===== src/rtl/mul_share_pkg.sv =====
// Shared constants and types for the multiplier-sharing arbiter.
package mul_share_pkg;

    localparam int A_W         = 35;
    localparam int B_W         = 31;
    localparam int P_W         = 65;
    localparam int MUL_LAT_DEF = 4;
    localparam int ID_W        = 3;  // enough for up to 8 requesters

    // One entry of the tag pipeline: which requester owns the product in flight.
    typedef struct packed {
        logic            valid;
        logic [ID_W-1:0] id;
    } tag_t;

endpackage


===== src/rtl/mul_share_arbiter_rr.sv =====
// Round-robin one-hot grant with a registered last-granted pointer.
module rr_arbiter
    import mul_share_pkg::*;
#(
    parameter int N = 4
) (
    input  logic            clk,
    input  logic            rst,
    input  logic [N-1:0]    i_req,
    input  logic            i_block,
    output logic [N-1:0]    o_grant,
    output logic [ID_W-1:0] o_grant_idx
);

    localparam int IW = $clog2(N);

    logic [ID_W-1:0] r_last;

    // Search last+1, last+2, ... modulo N and grant the first active request.
    always_comb begin
        int       w_cand;
        logic     w_found;
        logic [IW-1:0] w_ci;
        // NOTE: every output gets a default before the search so no path leaves it unassigned (no latch).
        o_grant     = '0;
        o_grant_idx = '0;
        w_found     = 1'b0;
        w_cand      = 0;
        w_ci        = '0;
        for (int k = 1; k <= N; k++) begin
            w_cand = int'(r_last) + k;
            if (w_cand >= N) begin
                w_cand = w_cand - N;
            end
            w_ci = IW'(w_cand);
            if (!w_found && !i_block && i_req[w_ci]) begin
                w_found       = 1'b1;
                o_grant[w_ci] = 1'b1;
                o_grant_idx   = ID_W'(w_cand);
            end
        end
    end

    // Pointer follows the granted index on a handshake; reset favours requester 0.
    always_ff @(posedge clk or posedge rst) begin
        // NOTE: sequential state uses non-blocking assignment so all flops update from pre-edge values.
        if (rst) begin
            r_last <= ID_W'(N - 1);
        end else if (|o_grant) begin
            r_last <= o_grant_idx;
        end
    end

endmodule


===== src/rtl/mul_share_arbiter.sv =====
// Time-shares one pipelined signed multiplier between N_REQ requesters:
// arbitration, operand issue, tag tracking of products, and flush sequencing.
module mul_share_arbiter
    import mul_share_pkg::*;
#(
    parameter int N_REQ   = 4,
    parameter int MUL_LAT = MUL_LAT_DEF
) (
    input  logic                          clk,
    input  logic                          rst,
    input  logic [N_REQ-1:0]              req_valid,
    input  logic [N_REQ*A_W-1:0]          req_a,
    input  logic [N_REQ*B_W-1:0]          req_b,
    output logic [N_REQ-1:0]              req_ready,
    input  logic                          flush,
    output logic [A_W-1:0]                mul_a,
    output logic [B_W-1:0]                mul_b,
    output logic                          mul_rst,
    input  logic [P_W-1:0]                mul_p,
    output logic [N_REQ-1:0]              rsp_valid,
    output logic [P_W-1:0]                rsp_p,
    output logic [$clog2(MUL_LAT+2)-1:0]  inflight,
    output logic                          idle
);

    localparam int CNT_W = $clog2(MUL_LAT + 2);

    logic [N_REQ-1:0] w_grant;
    logic [ID_W-1:0]  w_gnt_idx;
    logic             w_hs;
    logic             w_block;
    logic             w_exit;
    tag_t             w_tag_out;
    logic [A_W-1:0]   w_sel_a;
    logic [B_W-1:0]   w_sel_b;

    logic [A_W-1:0]   r_mul_a;
    logic [B_W-1:0]   r_mul_b;
    logic             r_mul_rst;
    tag_t             r_tag [0:MUL_LAT];
    logic [CNT_W-1:0] r_inflight;

    // Grants are suppressed during reset, the flush cycle and the multiplier-reset cycle.
    assign w_block = rst | flush | r_mul_rst;

    rr_arbiter #(.N(N_REQ)) u_arb (
        .clk         (clk),
        .rst         (rst),
        .i_req       (req_valid),
        .i_block     (w_block),
        .o_grant     (w_grant),
        .o_grant_idx (w_gnt_idx)
    );

    assign req_ready = w_grant;
    assign w_hs      = |w_grant;
    assign w_tag_out = r_tag[MUL_LAT];
    assign w_exit    = w_tag_out.valid;

    // One-hot operand mux driven directly by the grant vector.
    always_comb begin
        w_sel_a = '0;
        w_sel_b = '0;
        for (int k = 0; k < N_REQ; k++) begin
            if (w_grant[k]) begin
                w_sel_a = req_a[k*A_W +: A_W];
                w_sel_b = req_b[k*B_W +: B_W];
            end
        end
    end

    // Operand registers load only on a handshake; otherwise the multiplier sees stale data whose tag is empty.
    always_ff @(posedge clk or posedge rst) begin
        if (rst) begin
            r_mul_a <= '0;
            r_mul_b <= '0;
        end else if (w_hs) begin
            r_mul_a <= w_sel_a;
            r_mul_b <= w_sel_b;
        end
    end

    // Multiplier reset: asserted out of reset, then mirrors flush one cycle late.
    always_ff @(posedge clk or posedge rst) begin
        if (rst) begin
            r_mul_rst <= 1'b1;
        end else begin
            r_mul_rst <= flush;
        end
    end

    // Tag pipeline aligned with the multiplier latency; flush drops every valid bit.
    always_ff @(posedge clk or posedge rst) begin
        if (rst) begin
            // NOTE: the tag array is a handful of flops, not a RAM, so it is reset; stale valid bits would emit bogus responses.
            for (int k = 0; k <= MUL_LAT; k++) begin
                r_tag[k] <= '0;
            end
        end else begin
            r_tag[0] <= '{valid: w_hs, id: w_gnt_idx};
            for (int k = 1; k <= MUL_LAT; k++) begin
                r_tag[k] <= r_tag[k-1];
            end
            if (flush) begin
                for (int k = 0; k <= MUL_LAT; k++) begin
                    r_tag[k].valid <= 1'b0;
                end
            end
        end
    end

    // Count accepted operations whose product has not yet come back.
    always_ff @(posedge clk or posedge rst) begin
        if (rst) begin
            r_inflight <= '0;
        end else if (flush) begin
            r_inflight <= '0;
        end else if (w_hs && !w_exit) begin
            r_inflight <= r_inflight + CNT_W'(1);
        end else if (!w_hs && w_exit) begin
            r_inflight <= r_inflight - CNT_W'(1);
        end
    end

    // Decode the exiting tag into a one-hot response strobe.
    always_comb begin
        rsp_valid = '0;
        for (int k = 0; k < N_REQ; k++) begin
            rsp_valid[k] = w_exit && !r_mul_rst && (w_tag_out.id == ID_W'(k));
        end
    end

    assign rsp_p    = mul_p;
    assign mul_a    = r_mul_a;
    assign mul_b    = r_mul_b;
    assign mul_rst  = r_mul_rst;
    assign inflight = r_inflight;
    assign idle     = (r_inflight == '0) && !(|req_valid);

endmodule


===== config.mk =====
export PLATFORM = sky130hd
export DESIGN_NAME = mul_share_arbiter
export DESIGN_NICKNAME = d
export VERILOG_FILES = /design/src/rtl/mul_share_pkg.sv /design/src/rtl/mul_share_arbiter_rr.sv /design/src/rtl/mul_share_arbiter.sv
export SDC_FILE = /design/constraint.sdc
export NUM_CORES = 1
export LEC_CHECK = 0
export CORE_AREA = 2 2 187 189
export DETAILED_ROUTE_END_ITERATION = 10
export DIE_AREA = 0 0 189 191
export SYNTH_ARGS = -nofsm -noshare
export SYNTH_HDL_FRONTEND = slang
export SYNTH_SLANG_ARGS = --single-unit

===== constraint.sdc =====
create_clock -name clk -period 8.6 [get_ports clk]
set_input_delay 2.15 -clock clk [delete_from_list [all_inputs] [get_ports clk]]
set_output_delay 2.15 -clock clk [all_outputs]
set_load 0.05 [all_outputs]

### Yosys cells after proc, flatten, opt, wreduce, memory -nomap -nowiden

Cells that the tools add are included.

| storage, ports and cells | value |
|---|---|
| bits of input ports | 336 |
| word-level logic and storage cells | 124 |
| register bits after elaboration | 93 |

| operators by class | value |
|---|---|
| reductions and logical operators | 32 |
| multiplexer cells | 47 |
| eq/ne operators | 3 |
| $lt $le $gt $ge | 12 |
| bitwise gates (word level) | 5 |
| add/sub/neg operators | 10 |

Operators by type and width:

| cell | count |
|---|---|
| $mux W35 | 4 |
| $mux W31 | 4 |
| $mux W3 | 11 |
| $logic_and A1 B1 Y1 | 19 |
| $ge A4 B3 Y1 const B | 4 |
| $mux W1 | 16 |
| $mux W4 | 4 |
| $lt A2 B3 Y1 const B | 4 |
| $or A4 B4 Y4 | 3 |
| $sub A3 B3 Y3 const B | 4 |
| $add A3 B2 Y4 const B | 2 |
| $bmux W1 S2 | 4 |
| $demux W1 S2 | 4 |
| $ge A2 B1 Y1 const B | 4 |
| $logic_not A1 Y1 | 8 |
| $reduce_or A4 Y1 | 2 |
| $eq A3 B2 Y1 const B | 2 |
| $logic_not A3 Y1 | 2 |
| $add A3 B1 Y4 const B | 1 |
| $add A3 B3 Y4 const B | 1 |
| $add A3 B1 Y3 const B | 1 |
| $eq A3 B1 Y1 const B | 1 |
| $reduce_bool A3 Y1 | 1 |
| $sub A3 B1 Y3 const B | 1 |
| $or A1 B1 Y1 | 2 |

### Depth between registers and ports, before layout

Gate-level depths: netlist of run 1.

| logic depth | value |
|---|---|
| depth in word-level cells | 25 |
| depth in mapped cells | 17 |
| mapped depth without buffers | 12 |

### By module

Synthesis of run 1 repeated with hierarchy kept, for this count alone.

| second synthesis, totals | value |
|---|---|
| cell total of the unflattened synthesis | 722 |
| area total of the unflattened synthesis | 6439.9 um^2 |

By module, submodules not included:

| module | cells an instance | area an instance (um^2) | instances | sequential area each (um^2) |
|---|---|---|---|---|
| mul_share_arbiter | 638 | 5746.8 | 1 | 2253.4 |
| rr_arbiter | 84 | 693.2 | 1 | 77.6 |

### Least setup slack after synthesis of run 1

Ideal clock, no wire load.

| timing | value |
|---|---|
| path kind | input to output |
| start | input req_valid[2] |
| end | output idle |
| path slack | 2.332 ns |
| arrival time | 4.118 ns |
| stages | 2 |
| required time | 6.450 ns |
| cell sequence | or4_1 nor4_1 |

| on the way | value |
|---|---|
| word-level cells in the longest chain between the ends | 3 |

Ends and longest elaborated chain:

| item | line | text |
|---|---|---|
| start, declared | mul_share_arbiter.sv:11 | `input logic [N_REQ-1:0] req_valid,` |
| $reduce_or A4 Y1 | mul_share_arbiter.sv:138 | `assign idle = (r_inflight == '0) && !(\|req_valid);` |
| $logic_not A1 Y1 | mul_share_arbiter.sv:138 |  |
| $logic_and A1 B1 Y1 | mul_share_arbiter.sv:138 |  |
| end, declared | mul_share_arbiter.sv:23 | `output logic idle` |

Every way passes these cells.

### Worst setup path in the final report of run 1

| timing | value |
|---|---|
| start | input flush |
| end | output req_ready[0] |

| on the way | value |
|---|---|
| word-level cells in the longest chain between the ends | 17 |

Ends and longest elaborated chain:

| item | line | text |
|---|---|---|
| start, declared | mul_share_arbiter.sv:15 | `input logic flush,` |
| $or A1 B1 Y1 * (2 in series) | mul_share_arbiter.sv:44 | `assign w_block = rst \| flush \| r_mul_rst;` |
| $logic_not A1 Y1 * | mul_share_arbiter_rr.sv:36 | `if (!w_found && !i_block && i_req[w_ci]) begin` |
| $logic_and A1 B1 Y1 | mul_share_arbiter_rr.sv:36 |  |
| $mux W1 | mul_share_arbiter_rr.sv:36 |  |
| $logic_not A1 Y1 | mul_share_arbiter_rr.sv:36 |  |
| $logic_and A1 B1 Y1 (2 in series) | mul_share_arbiter_rr.sv:36 |  |
| $mux W1 | mul_share_arbiter_rr.sv:36 |  |
| $logic_not A1 Y1 | mul_share_arbiter_rr.sv:36 |  |
| $logic_and A1 B1 Y1 (2 in series) | mul_share_arbiter_rr.sv:36 |  |
| $mux W1 | mul_share_arbiter_rr.sv:36 |  |
| $logic_not A1 Y1 | mul_share_arbiter_rr.sv:36 |  |
| $logic_and A1 B1 Y1 (2 in series) | mul_share_arbiter_rr.sv:36 |  |
| $mux W4 * | mul_share_arbiter_rr.sv:36 |  |
| end, declared | mul_share_arbiter.sv:14 | `output logic [N_REQ-1:0] req_ready,` |

Every way passes the cells marked *; elsewhere a longest branch is shown, timed or not.

==> results of run 1 <==
[report_power, final]
| group | leakage, nW | total [mW] | switching (mW) | internal, mW |
|---|---|---|---|---|
| clock network | 0.144 | 0.403 | 0.188 | 0.215 |
| registers | 1.14 | 0.738 | 0.109 | 0.629 |
| logic | 2.23 | 1.66 | 1.04 | 0.621 |
[critical path: stages]
cell,delay [ns]
clkdlybuf4s50_1,0.62
or3_1,0.51
or3_1,0.50
a21o_1,0.24
and2_1,0.18
inv_1,0.09
clkdlybuf4s50_1,0.85
[cell families after synthesis]
family | count (synthesis)
compound gates | 216
xor+xnor | 1
fa+ha+maj | 8
buf+inv | 135
flops | 93
mux | 13
simple gates | 183
[state kept, by name (all words and copies together), names as in the netlist]
name / flops
r_tag: 19
mul_a: 35
w_exit: 1
u_arb.r_last: 3
mul_rst: 1
mul_b: 31
inflight: 3
[metal layers]
layer	GRT usage, %	vias up	part of all wire [%]	routed length, µm
met1	14.5	2859	40	9410
met4	5.56	0	3.0	702
met2	21.7	271	50	11700
met3	2.88	44	7.4	1740
li1	-	2868	-	-
met5	0	-	0	0
[cells in the mapped netlist (all sizes together) (2+ instances only)]
cell / number / area share, %
o211ai: 66 / 8.3
a221oi: 3 / 0.65
nand3b: 5 / 0.63
clkbuf: 39 / 2.5
o21ai: 4 / 0.34
ha: 7 / 1.5
inv: 9 / 0.57
dfstp: 3 / 1.3
dfrtp: 90 / 38
and2: 4 / 0.42
mux4: 4 / 1.5
a221o: 66 / 11
a31oi: 68 / 7.2
nor2b: 7 / 0.74
nor2: 77 / 4.9
buf: 87 / 11
mux2i: 4 / 0.67
nor3b: 4 / 0.50
nand2: 76 / 4.8
a21oi: 4 / 0.46
or3: 2 / 0.21
mux2: 5 / 0.95
[worst paths after layout]
| path | startpoint | to | slack (ns) | cells after the start |
|---|---|---|---|---|
| min in group asynchronous | rst | mul_b[1] | 2.21 | 2 |
| hold reg to reg | r_tag[13] | r_tag[9] | 0.35 | 0 |
| max in group asynchronous | rst | mul_b[29] | 5.21 | 3 |
| hold / removal | r_tag[13] | r_tag[9] | 0.35 | 0 |
| setup reg to reg | u_arb.r_last[0] | inflight[1] | 3.72 | 12 |
| setup / recovery | flush | req_ready[0] | 1.30 | 7 |
[cell type report]
cell class	count	share of cell area (%)
Timing Repair Buffer	360	37.1
Multi-Input combinational cell	421	29.5
Sequential cell	93	24.2
Tap cell	455	5.91
Clock buffer	12	2.66
Inverter	9	0.377
Clock inverter	4	0.325
==> run summary, run 1 <==
Ys Warns - 0
Post-Route WL - 23.5 mm
Mapped Area - 0.00595 mm²
post-CTS setup buffer count - 0
Initial Utilization - 17.4%
post-route cell area - 0.00964 mm²
crit path capture type - output port
CTS Buf Count - 9
crit share post-route - 84.9%
#FFs+latches synth - 93
final clock skew - 0.00997 ns
Die ar. - 0.0361 mm²
# rows - 68
DPL Wire Length - 17.2 mm
Synth Area in Simple Gates - 13.2%
GRT Total Usage - 12.4%
final setup violation count - 0
register area - 0.00233 mm²
fill cell count - 3594
final setup margin - 1.30 ns
RSZ-0062 raised after global routing - no
power per standard cell area - 291 mW/mm²
# diodes - 0
Post-Syn Instances - 649
syn_area_per_cell - 9.16 µm²
# IOs - 480
commonest cells after routing, fill and taps aside - 347 x clkdlybuf4s50_1, 90 x dfrtp_1, 77 x nor2_1, 76 x nand2_1, 68 x a31oi_1
CTS tree - built
final slew viol count - 0
Cell variety after synth - 45
Max-Cap Viols - 0
min cycle time layout - 7.30 ns
Worst Setup Start Kind - primary input
final design utilization - 28.2%
Post-DP Area - 0.00935 mm²
Buffers on Ports - 349
Slew HR - 46.1%
total negative setup slack - 0 ns
most common cell after layout, fill and taps aside - clkdlybuf4s50_1
Synth Flop Type - dfrtp_1
Final Wtd Congestion - 0.831
layout cells sized above 1 - 5.12%
Post-Synth XOR/XNOR Area - 0.147%
Final Hold Fails - 0
number of synthesized flops with an enable pin - 0
CTS H-tree lvls - 3
Pleak - 3.51 nW
combinational family with the most area after synthesis - compound AO/OA/AOI/OAI gates
HP Class - reg -> reg
die width - 189 µm
total number of vias - 6042
Post-CTS Resized - 0
Remaining DRCs - 0
clock root cell - clkbuf_16
wire length per cell - 17.4 µm
status - completed
mux share of post-synthesis cell area - 3.13%
Synth Area in Adders - 1.81%
CTS Buffer Depth - 2
nets - 1238
DR iter-0 viols - 289
number of vias per cell - 4.46
WP data required - 6.45 ns
Post-Place Setup Slack - 1.28 ns
number of antenna violations at the first check in global routing - 0
Max VDD drop - 0.118 mV
Clock Sinks - 93
total nets after synthesis - 993
multi-input logic area - 0.00284 mm²
DR pass1 iterations - 4
hold buffer count at cts - 0
hold slack - 0.347 ns
largest fanout on the critical path - 13
critical path class - in -> out
first-pass GRT wire length - 34.4 mm
Worst-Skew Late Latency - 0.35 ns
CP arrival - 5.15 ns
fmax - 137 MHz
Slew @ Worst Pin - 0.809 ns
die height - 191 µm
placed cells - 1338
Non-Filler Instances - 1354
total power - 2.80 mW
Post-DRT Antenna Nets - 0
Post-synth ARST share - 100%
Compound-Gate Fraction of Synth Area - 28.8%
number of global-route vias before repair - 5811
largest net degree at the start of global routing - 72
synthesis-to-layout area growth - 62.0%
Overflow after GRT - 0
Clock transition at path regs - 0.07 ns
core area - 0.0341 mm²
Seq/Total Area, Yosys - 39.2%
(Power assumes the default switching activity.)
==> run 2: changes to the inputs <==
==> constraint.sdc (replaced) <==
create_clock -name clk -period 6.6 [get_ports clk]
set_input_delay 1.65 -clock clk [delete_from_list [all_inputs] [get_ports clk]]
set_output_delay 1.65 -clock clk [all_outputs]
set_load 0.05 [all_outputs]
==> run 2 against run 1 <==
  * Sequential share of layout area decreased by 0.16 points
  * Routed wire length shrank 2.7%
  * Setup slack worse by 0.36 ns
  * Cell count shrank 0.15%
  * Power up 32%
  * Sequential power is 31% higher
  * Hold slack better by 0.0025 ns
  * First-iteration DRC count is 18% higher
==> run summary, run 2 (synthesized netlist as in run 1, its figures left out) <==
clock root cell - clkbuf_16
DR iter-0 viols - 340 (+18%)
wire length per cell - 16.9 µm (-2.6%)
crit path capture type - output port
Clock transition at path regs - 0.07 ns (about the same)
DR pass1 iterations - 5 (+1)
CTS Buffer Depth - 2 (unchanged)
power per standard cell area - 383 mW/mm² (+31%)
Buffers on Ports - 349 (unchanged)
first-pass GRT wire length - 33.4 mm (-3.0%)
Worst Setup Start Kind - primary input
Max-Cap Viols - 0 (unchanged)
Overflow after GRT - 0 (unchanged)
# diodes - 0 (unchanged)
die width - 189 µm (unchanged)
CTS tree - built
Die ar. - 0.0361 mm² (unchanged)
layout cells sized above 1 - 5.13% (+0.011 points)
number of global-route vias before repair - 5777 (-0.59%)
largest fanout on the critical path - 13 (unchanged)
# rows - 68 (unchanged)
Slew HR - 43.7% (-2.4 points)
Final Wtd Congestion - 0.840 (+1.1%)
Post-CTS Resized - 0 (unchanged)
Final Hold Fails - 0 (unchanged)
min cycle time layout - 5.67 ns
fmax - 176 MHz
most common cell after layout, fill and taps aside - clkdlybuf4s50_1
critical path class - in -> out
Remaining DRCs - 0 (unchanged)
WP data required - 4.95 ns (-1.50 ns)
Slew @ Worst Pin - 0.845 ns (+0.0359 ns)
CP arrival - 4.02 ns (-1.13 ns)
Reg2Reg Setup Slack - 1.90 ns (-1.82 ns)
Worst-Skew Late Latency - 0.35 ns (about the same)
total negative setup slack - 0 ns (unchanged)
Post-DRT Antenna Nets - 0 (unchanged)
core area - 0.0341 mm² (unchanged)
Clock Sinks - 93 (unchanged)
status - completed
number of antenna violations at the first check in global routing - 0 (unchanged)
Pleak - 3.53 nW (+0.58%)
crit share post-route - 85.8%
CTS H-tree lvls - 3 (unchanged)
Initial Utilization - 17.4% (unchanged)
nets - 1236 (-0.16%)
final clock skew - 0.00985 ns (-0.000124 ns)
CTS Buf Count - 9 (unchanged)
final slew viol count - 0 (unchanged)
RSZ-0062 raised after global routing - no
final setup violation count - 0 (unchanged)
largest net degree at the start of global routing - 140 (+94%)
HP Class - reg -> reg
synthesis-to-layout area growth - 63.1%
total number of vias - 6028 (-0.23%)
Hold Path Stages - 0 (unchanged)
# IOs - 480 (unchanged)
final design utilization - 28.4% (+0.18 points)
number of vias per cell - 4.46 (about the same)
die height - 191 µm (unchanged)
commonest cells after routing, fill and taps aside - 345 x clkdlybuf4s50_1, 90 x dfrtp_1, 77 x nor2_1, 76 x nand2_1, 68 x a31oi_1
hold buffer count at cts - 0 (unchanged)
Max VDD drop - 0.171 mV (+45%)
Reg2Reg Depth - 13 (+1)
max reg flops - 35 (unchanged)
DPL Wire Length - 16.8 mm (-2.5%)
GRT Total Usage - 12.0% (-0.44 points)
post-CTS setup buffer count - 0 (unchanged)
Post-Route WL - 22.9 mm (-2.7%)
==> run 2: cell count changes in the layout (fill, tap and decap cells not counted) <==
cell,delta
buf_4,-4
buf_12,+4
inv_6,+1
clkbuf_8,-2
bufinv_16,+2
clkdlybuf4s50_1,-2
clkinv_4,-1
==> run 2: per-stage QoR <==
stage	hold slack [ns]	cells	setup WS, ns	power (mW)	cell area (µm²)
after floorplan	0.331	649	1.33	2.45	5950
after global placement	0.332	1336	0.988	3.14	9380
after detailed placement	0.335	1336	0.947	3.16	9380
after CTS	0.352	1352	0.944	3.77	9700
after global routing	0.357	1352	0.801	3.93	9700
final	0.349	1352	0.934	3.71	9700
==> run 2: area by class of cell <==
cell class | instances | area, µm²
Clock buffer | 10 | 229
Clock inverter | 6 | 91.3
Fill cell | 3617 | 24400
Inverter | 9 | 36.3
Multi-Input combinational cell | 421 | 2840
Sequential cell | 93 | 2330
Tap cell | 455 | 569
Timing Repair Buffer | 358 | 3600
==> run 2: layer usage <==
layer	vias up	share of wire [%]	global-route usage [%]
met3	62	7.1	3.05
li1	2855	-	-
met4	0	4.2	6.79
met5	-	0	0
met1	2825	41	14.1
met2	286	48	19.9
==> run 2: path summary, 6_finish.rpt <==
path | startpoint | to
max in group asynchronous | rst | mul_a[31]
min in group asynchronous | rst | mul_b[1]
worst max-delay path | flush | req_ready[0]
worst min register to register | r_tag[5] | r_tag[1]
worst min-delay path | r_tag[5] | r_tag[1]
worst max register to register | u_arb.r_last[0] | inflight[2]
==> run 2: worst max-delay path: stages <==
cell and delay (ns):
clkdlybuf4s50_1 0.63, or3_1 0.51, or3_1 0.50, a21o_1 0.24, and2_1 0.19, inv_1 0.07
buf_4 0.21
==> run 2: power by group <==
part | switching [mW] | internal [mW] | leakage (nW) | total [mW]
logic | 1.35 | 0.814 | 2.23 | 2.16
clock network | 0.246 | 0.336 | 0.158 | 0.583
registers | 0.145 | 0.820 | 1.14 | 0.965
